**src/rtl/sd_cmd_controller.sv**
```systemverilog
// SD CMD-line transaction sequencer: builds the 48-bit command frame with
// CRC7, drives the CMD serializer, optionally waits for and captures a
// 48-bit response through the deserializer, and checks its framing and CRC.
module sd_cmd_controller #(
  parameter int FRAME_BITS   = 48,
  parameter int RESP_TIMEOUT = 64
) (
  input  logic                  iClock_SD,
  input  logic                  iReset,
  input  logic                  iStart,
  input  logic [5:0]            iCmdIndex,
  input  logic [31:0]           iArgument,
  input  logic                  iExpectResp,
  input  logic                  iCheckCrc,
  output logic [FRAME_BITS-1:0] oTxParallel,
  output logic                  oTxEnable,
  input  logic                  iTxComplete,
  input  logic                  iCmdLine,
  output logic                  oRxEnable,
  input  logic [FRAME_BITS-1:0] iRxParallel,
  input  logic                  iRxComplete,
  output logic [FRAME_BITS-1:0] oResponse,
  output logic                  oBusy,
  output logic                  oDone,
  output logic                  oTimeout,
  output logic                  oRespError
);

  localparam int CNT_W = $clog2(RESP_TIMEOUT + 1);

  typedef enum logic [2:0] {
    S_IDLE  = 3'd0,
    S_LOAD  = 3'd1,
    S_TX    = 3'd2,
    S_WAIT  = 3'd3,
    S_RX    = 3'd4,
    S_CHECK = 3'd5,
    S_DONE  = 3'd6
  } state_t;

  // CRC7 (x^7 + x^3 + 1, seed 0) over the 40 leading frame bits, MSB first.
  function automatic logic [6:0] crc7_40(input logic [39:0] data);
    logic [6:0] crc;
    logic       fb;
    crc = 7'h00;
    for (int i = 39; i >= 0; i--) begin
      fb  = data[i] ^ crc[6];
      crc = {crc[5:0], 1'b0};
      if (fb) begin
        crc = crc ^ 7'h09;
      end else begin
        crc = crc;
      end
    end
    return crc;
  endfunction

  // The converters index bit 0 as the first bit on the wire.
  function automatic logic [FRAME_BITS-1:0] bit_reverse(input logic [FRAME_BITS-1:0] v);
    logic [FRAME_BITS-1:0] r;
    for (int i = 0; i < FRAME_BITS; i++) begin
      r[i] = v[FRAME_BITS-1-i];
    end
    return r;
  endfunction

  state_t                state_q, state_d;
  logic [5:0]            cmd_index_q, cmd_index_d;
  logic [31:0]           argument_q, argument_d;
  logic                  expect_resp_q, expect_resp_d;
  logic                  check_crc_q, check_crc_d;
  logic [CNT_W-1:0]      cnt_q, cnt_d;
  logic [FRAME_BITS-1:0] tx_parallel_q, tx_parallel_d;
  logic [FRAME_BITS-1:0] response_q, response_d;
  logic                  tx_enable_q, tx_enable_d;
  logic                  busy_q, busy_d;
  logic                  done_q, done_d;
  logic                  timeout_q, timeout_d;
  logic                  resp_error_q, resp_error_d;
  logic                  rx_enable_s;
  logic [39:0]           cmd_head_s;

  assign cmd_head_s = {1'b0, 1'b1, cmd_index_q, argument_q};

  // Next-state, datapath updates and the Mealy deserializer enable.
  always_comb begin
    state_d       = state_q;
    cmd_index_d   = cmd_index_q;
    argument_d    = argument_q;
    expect_resp_d = expect_resp_q;
    check_crc_d   = check_crc_q;
    cnt_d         = {CNT_W{1'b0}};
    tx_parallel_d = tx_parallel_q;
    response_d    = response_q;
    timeout_d     = timeout_q;
    resp_error_d  = resp_error_q;
    rx_enable_s   = 1'b0;
    case (state_q)
      S_IDLE: begin
        if (iStart) begin
          cmd_index_d   = iCmdIndex;
          argument_d    = iArgument;
          expect_resp_d = iExpectResp;
          check_crc_d   = iCheckCrc;
          timeout_d     = 1'b0;
          resp_error_d  = 1'b0;
          response_d    = {FRAME_BITS{1'b0}};
          state_d       = S_LOAD;
        end else begin
          state_d = S_IDLE;
        end
      end
      S_LOAD: begin
        tx_parallel_d = bit_reverse({cmd_head_s, crc7_40(cmd_head_s), 1'b1});
        state_d       = S_TX;
      end
      S_TX: begin
        if (iTxComplete) begin
          state_d = expect_resp_q ? S_WAIT : S_DONE;
        end else begin
          state_d = S_TX;
        end
      end
      S_WAIT: begin
        cnt_d = cnt_q + CNT_W'(1);
        // A start bit on the last allowed cycle still beats the timeout.
        if (!iCmdLine) begin
          rx_enable_s = 1'b1;
          state_d     = S_RX;
        end else if (cnt_q == CNT_W'(RESP_TIMEOUT - 1)) begin
          timeout_d = 1'b1;
          state_d   = S_DONE;
        end else begin
          state_d = S_WAIT;
        end
      end
      S_RX: begin
        rx_enable_s = 1'b1;
        if (iRxComplete) begin
          response_d = bit_reverse(iRxParallel);
          state_d    = S_CHECK;
        end else begin
          state_d = S_RX;
        end
      end
      S_CHECK: begin
        resp_error_d = response_q[47] | response_q[46] | ~response_q[0] |
                       (check_crc_q & (crc7_40(response_q[47:8]) != response_q[7:1]));
        state_d      = S_DONE;
      end
      S_DONE: begin
        state_d = S_IDLE;
      end
      default: begin
        state_d = S_IDLE;
      end
    endcase
    tx_enable_d = (state_q == S_TX) && (state_d == S_TX);
    busy_d      = (state_d != S_IDLE);
    done_d      = (state_d == S_DONE);
  end

  // State and output registers with synchronous active-low reset.
  always_ff @(posedge iClock_SD) begin
    if (!iReset) begin
      state_q       <= S_IDLE;
      cmd_index_q   <= 6'd0;
      argument_q    <= 32'd0;
      expect_resp_q <= 1'b0;
      check_crc_q   <= 1'b0;
      cnt_q         <= {CNT_W{1'b0}};
      tx_parallel_q <= {FRAME_BITS{1'b1}};
      response_q    <= {FRAME_BITS{1'b0}};
      tx_enable_q   <= 1'b0;
      busy_q        <= 1'b0;
      done_q        <= 1'b0;
      timeout_q     <= 1'b0;
      resp_error_q  <= 1'b0;
    end else begin
      state_q       <= state_d;
      cmd_index_q   <= cmd_index_d;
      argument_q    <= argument_d;
      expect_resp_q <= expect_resp_d;
      check_crc_q   <= check_crc_d;
      cnt_q         <= cnt_d;
      tx_parallel_q <= tx_parallel_d;
      response_q    <= response_d;
      tx_enable_q   <= tx_enable_d;
      busy_q        <= busy_d;
      done_q        <= done_d;
      timeout_q     <= timeout_d;
      resp_error_q  <= resp_error_d;
    end
  end

  assign oTxParallel = tx_parallel_q;
  assign oTxEnable   = tx_enable_q;
  assign oRxEnable   = rx_enable_s;
  assign oResponse   = response_q;
  assign oBusy       = busy_q;
  assign oDone       = done_q;
  assign oTimeout    = timeout_q;
  assign oRespError  = resp_error_q;

endmodule

```
**config.mk**
```make
export PLATFORM = sky130hd
export DESIGN_NAME = sd_cmd_controller
export DESIGN_NICKNAME = d
export VERILOG_FILES = /design/src/rtl/sd_cmd_controller.sv
export SDC_FILE = /design/constraint.sdc
export NUM_CORES = 1
export LEC_CHECK = 0
export CORE_AREA = 2 2 141 143
export CTS_BUF_LIST = sky130_fd_sc_hd__clkbuf_16
export DETAILED_ROUTE_END_ITERATION = 10
export DIE_AREA = 0 0 143 145
export HOLD_SLACK_MARGIN = 0.03
export PLACE_DENSITY = 0.67
export SYNTH_ARGS = -nofsm -noshare
export SYNTH_HDL_FRONTEND = slang
export SYNTH_SLANG_ARGS = --single-unit
```
**constraint.sdc**
```tcl
create_clock -name iClock_SD -period 2.5 [get_ports iClock_SD]
set_input_delay 0.625 -clock iClock_SD [delete_from_list [all_inputs] [get_ports iClock_SD]]
set_output_delay 0.625 -clock iClock_SD [all_outputs]
set_load 0.02 [all_outputs]
```
======== Word-level counts from Yosys, hierarchy flattened ========
Index checks and enable logic that the tools add are counted.
operators by class
  eq/ne operators ......................... 13
  mux-type cells .......................... 175
  bitwise logic cells ..................... 160
  add/subtract/negate cells ............... 1
  reductions and logical operators ........ 11
operators by type and width
  operator             number
  $mux 7               79
  $mux 4               79
  $not 2->2            78
  $mux 48              2
  $pmux 48 s2          1
  $xor 1x1->1          77
  $pmux 3 s6           1
  $mux 3               4
  $eq 3x2->1 const B   3
  $eq 3x3->1 const B   3
  $ne 2x2->1 const B   4
  $add 7x1->7 const B  1
  $eq 7x6->1 const B   1
  $ne 7x7->1           1
  $mux 1               6
  $pmux 1 s2           3
  $reduce_and 2->1     3
  $reduce_bool 2->1    3
  $reduce_and 4->1     1
  $eq 3x1->1 const B   1
  $logic_not 3->1      1
  $or 1x1->1           3
  $reduce_and 3->1     1
  $reduce_bool 3->1    1
  other kinds (3)      3
storage, ports and cells
  word-level logic and storage cells ...... 373
  register bits after elaboration ......... 149

======== Logic depth before layout (Yosys ltp) ========
Gate-level depths: netlist of run 1.
  depth in word-level cells ............... 123
  gate-level depth with buffers ........... 8
  gate-level depth less buffers ........... 8

======== Worst setup path before layout of run 1 ========
OpenSTA, ideal clock, no wires.
  kind .................................... flip-flop to flip-flop
  start point ............................. register response_q[47], in the netlist oResponse[47]
  end point ............................... register resp_error_q, in the netlist oRespError
  cell stages (with the launch flop) ...... 8
  path slack .............................. -0.408 ns
  arrival time ............................ 2.776 ns
  path buffers ............................ 0
  cells stage by stage .................... dfxtp_1 -> xnor3_2 -> xnor3_1 -> xor3_2 -> xor3_1 -> or3_1 -> a211oi_2 -> a2111oi_2
on the way
  longest elaborated chain between the ends .. 79
  elaborated cells between the ends (all ways) .. 144
ends and longest elaborated chain
  element                 line  RTL
  start, declared         74    logic [FRAME_BITS-1:0] response_q, response_d;
  start signal, assigned  173   response_q <= {FRAME_BITS{1'b0}};
  start signal, assigned  187   response_q <= response_d;
  $mux 4                  49    if (fb) begin
  $mux 7                  98    case (state_q)
  $mux 4                  49
  $mux 7                  98
  $mux 4                  49
  $mux 7                  98
  $not 2->2 (no line)     --
  $mux 4                  49
  (+62 left out)          --
  $mux 7                  98
  $not 2->2 (no line)     --
  $mux 4                  49
  $mux 7 (2 in a row)     98
  $ne 7x7->1              148   (check_crc_q & (crc7_40(response_q[47:8]) != response_q[7:1]));
  $and 1x1->1             148
  $or 1x1->1 (*)          147   resp_error_d = response_q[47] | response_q[46] | ~response_q[0] |
  $pmux 1 s2 (*)          98
  end signal, assigned    192   resp_error_q <= resp_error_d;
  end, declared           79    logic resp_error_q, resp_error_d;
Mark *: on every way between the ends. The rest lies on a longest branch, timed or not. The select of a mux whose other input is x is not followed.
A chain may end at the register's enable or synchronous reset.

======== Worst setup path after layout of run 1 ========
  start point ............................. register response_q[44], in the netlist oResponse[44]
  end point ............................... register resp_error_q, in the netlist oRespError
on the way
  longest elaborated chain between the ends .. 74
  elaborated cells between the ends (all ways) .. 131
ends and longest elaborated chain
  element              line  RTL
  $xor 1x1->1 (*)      47    fb = data[i] ^ crc[6];
  $mux 4 (*)           49
  $mux 7 (*)           98
  $mux 4               49
  $mux 7 (*)           98
  $mux 4               49
  $mux 7 (*)           98
  $not 2->2 (no line)  --
  (+58 left out)       --
  $mux 4               49
  $mux 7 (*)           98
  $mux 4               49
  $mux 7 (*)           98
  $ne 7x7->1 (*)       148
  $and 1x1->1 (*)      148
  $or 1x1->1 (*)       147
  $pmux 1 s2 (*)       98
Marks and branches as above.

==> impl_metrics.env, run 1 <==
export IMPL_finalInstanceArea_sq_um=10400
export IMPL_overflow=0
export IMPL_outcome="finished with violations"
export IMPL_p_leak_nw=4.26
export IMPL_wl_per_cell_um=15.9
export IMPL_layout_cells_non_filler=1300
export IMPL_critPathLaunchType="register"
export IMPL_hold_viol_final=0
export IMPL_dp_hpwl_mm=14.8
export IMPL_yosysWarnings=0
export IMPL_synthFlopType="dfxtp_1"
export IMPL_firstDrtPassIters=5
export IMPL_start_util=0.373
export IMPL_die_area_sq_um=20700
export IMPL_pwr_density_cell_nw_per_um2=760
export IMPL_hp_class="reg -> reg"
export IMPL_areaGrowthSynthToFinish_pct=45.4
export IMPL_skew_ns=0.0101
export IMPL_syn_inst=802
export IMPL_syn_area_sq_um=7160
export IMPL_setup_slack_ns=-0.192
export IMPL_violations="setup timing"
export IMPL_grt_antenna_before_repair=0
export IMPL_slew_headroom=0.618
export IMPL_synth_avg_cell_area_sq_um=8.93
export IMPL_path_clk_slew_ns=0.07
export IMPL_synth_edf_count=0
export IMPL_period_share=1.08
export IMPL_critPathCaptureType="register"
export IMPL_slew_viol_final=0
export IMPL_groute_usage_overall=0.202
export IMPL_first_global_vias=5972
export IMPL_dp_worst_setup_slack_ns=-0.186
export IMPL_ys_async_sr_fraction=0
export IMPL_peakVddDrop_mv=0.603
export IMPL_cts_sink_count=149
export IMPL_tightestPinTransition_ns=0.571
export IMPL_period_needed_ns=2.69
export IMPL_row_count=51
export IMPL_drtIter0Drc=361
export IMPL_drive_above_1_share=0.137
export IMPL_cts_root_buf="clkbuf_16"
export IMPL_rsz0062_at_grt="yes"
export IMPL_numCtsBuffers=17
export IMPL_cts_tree="built"
export IMPL_drc=0
export IMPL_finalWirelength_mm=20.7
export IMPL_mostFrequentLayoutCells="221 x nand2_1, 191 x clkdlybuf4s50_1, 134 x dfxtp_1, 93 x a21oi_1, 92 x nand3_1"
export IMPL_final_antenna_net_count=0
export IMPL_grt_pass1_wl_mm=32.5
export IMPL_cts_hold_buf=0
export IMPL_ys_seq_elements=149
export IMPL_io_buffers=193
export IMPL_dp_cells=1264
export IMPL_cp_arrival_ns=2.99
export IMPL_fin_nets=1117
export IMPL_final_common_cell="nand2_1"
export IMPL_synth_cell_types=40
export IMPL_power_mw=7.91
export IMPL_path_max_fanout=3
export IMPL_grt_max_degree=55
export IMPL_antenna_cells=0
export IMPL_ioPinCount=196
export IMPL_placed_cell_area_sq_um=9770
export IMPL_ys_seq_area_frac=0.416
export IMPL_path_class="reg -> reg"
export IMPL_htree_levels=4
export IMPL_clkLatencyLatePin_ns=0.43
export IMPL_core_area_sq_um=19200
export IMPL_detailroute_via_count=6167
export IMPL_routabilityCongestion=0.853
export IMPL_drv_cap=0
export IMPL_clock_path_buffers=2
export IMPL_die_h_um=145
export IMPL_fp_dieW_um=143
export IMPL_clock_fmax_mhz=371
export IMPL_avgViaCountPerCell=4.74
export IMPL_setup_viol=1
export IMPL_cp_required_ns=2.80
==> layer usage <==
metal | vias up | wire, um | GRT usage
met5 | - | 0 | 0
met4 | 0 | 360 | 0.0634
met3 | 24 | 951 | 0.0393
met2 | 159 | 9520 | 0.308
met1 | 2884 | 9880 | 0.287
li1 | 3100 | - | -
==> state kept, by name (all words and copies together), names as in the netlist, 3 cells and up <==
name and count:
oResponse 48, cnt_q 7, oTxParallel 46, state_q 3
argument_q 32, cmd_index_q 6
==> path summary, 6_finish.rpt <==
check / start / to / slack, ns / depth (start not counted)
max: oResponse[44] / oRespError / -0.19 / 8
min: cnt_q[0] / cnt_q[0] / 0.44 / 1
max reg2reg: oResponse[44] / oRespError / -0.19 / 8
min reg2reg: cnt_q[0] / cnt_q[0] / 0.44 / 1
==> per-stage QoR <==
step	TNS [ns]	util	hold WS (ns)
6_report	-0.192	0.542	0.442
5_1_grt	-0.291	0.542	0.482
4_1_cts	-0.204	0.541	0.444
3_5_place_dp	-0.186	0.509	0.434
3_3_place_gp	-0.152	0.509	0.425
2_1_floorplan	-0.115	-	0.413
==> report_power, final <==
| part | internal, mW | switching (mW) |
|---|---|---|
| combinational | 1.48 | 1.29 |
| sequential | 2.54 | 0.128 |
| clock | 1.31 | 1.16 |
==> layout make-up <==
| cell class | count | area [sq um] |
|---|---|---|
| clock buffers | 17 | 425 |
| inverters | 4 | 15.0 |
| clock inverters | 15 | 135 |
| well taps | 265 | 332 |
| fillers | 1765 | 8790 |
| multi-input cells | 597 | 4060 |
| repair buffers | 253 | 2440 |
| flip-flops and latches | 149 | 3010 |
==> synth_stat cells (2+ instances only) <==
cell type / instances / area [sq um]
xor3_1: 6 / 143
xnor3_2: 2 / 47.6
a31oi_1: 2 / 12.5
inv_1: 4 / 15.0
nor2b_1: 3 / 18.8
buf_1: 6 / 22.5
xnor2_1: 65 / 569
dfxtp_1: 149 / 2980
o21ai_1: 2 / 10.0
xnor3_4: 2 / 52.6
a21oi_1: 93 / 465
o21ai_0: 3 / 15.0
o211ai_1: 5 / 37.5
clkbuf_1: 45 / 169
xnor3_1: 31 / 698
xor2_1: 20 / 175
xor3_4: 3 / 82.6
nor2_1: 16 / 60.1
buf_4: 2 / 15.0
a211oi_1: 3 / 22.5
and2_1: 3 / 18.8
nand3_1: 92 / 460
or2_2: 2 / 12.5
xnor2_2: 2 / 32.5
or3_1: 5 / 31.3
nand2_1: 222 / 833
==> cell families after synthesis <==
logic type	share of synthesized area
compound gates	0.0856
xor+xnor	0.259
fa+ha+maj	0.00175
buf+inv	0.0309
flops	0.416
mux	0.00157
other cells	0.000524
simple gates	0.204
==> critical path: stages, from the launching register on <==
cell       delay, ns
dfxtp_2         0.35
xnor2_4         0.15
buf_4           0.15
xor3_4          0.45
xnor3_1         0.40
xor3_1          0.38
or3_4           0.40
a211oi_2        0.20
a2111oi_2       0.10
==> repair_timing <==
item                                    CTS  global route
setup buffers                             3             1
pin swaps                                 8             6
endpoints found under the setup margin    5             6
gates resized for setup                   9             5
(Power assumes the default switching activity.)
==> run 2: changes to the inputs <==
CTS_CLUSTER_DIAMETER = 40   (was unset)
==> results of run 2 <==
The final DEF is identical to that of run 1; final timing and power are the same.
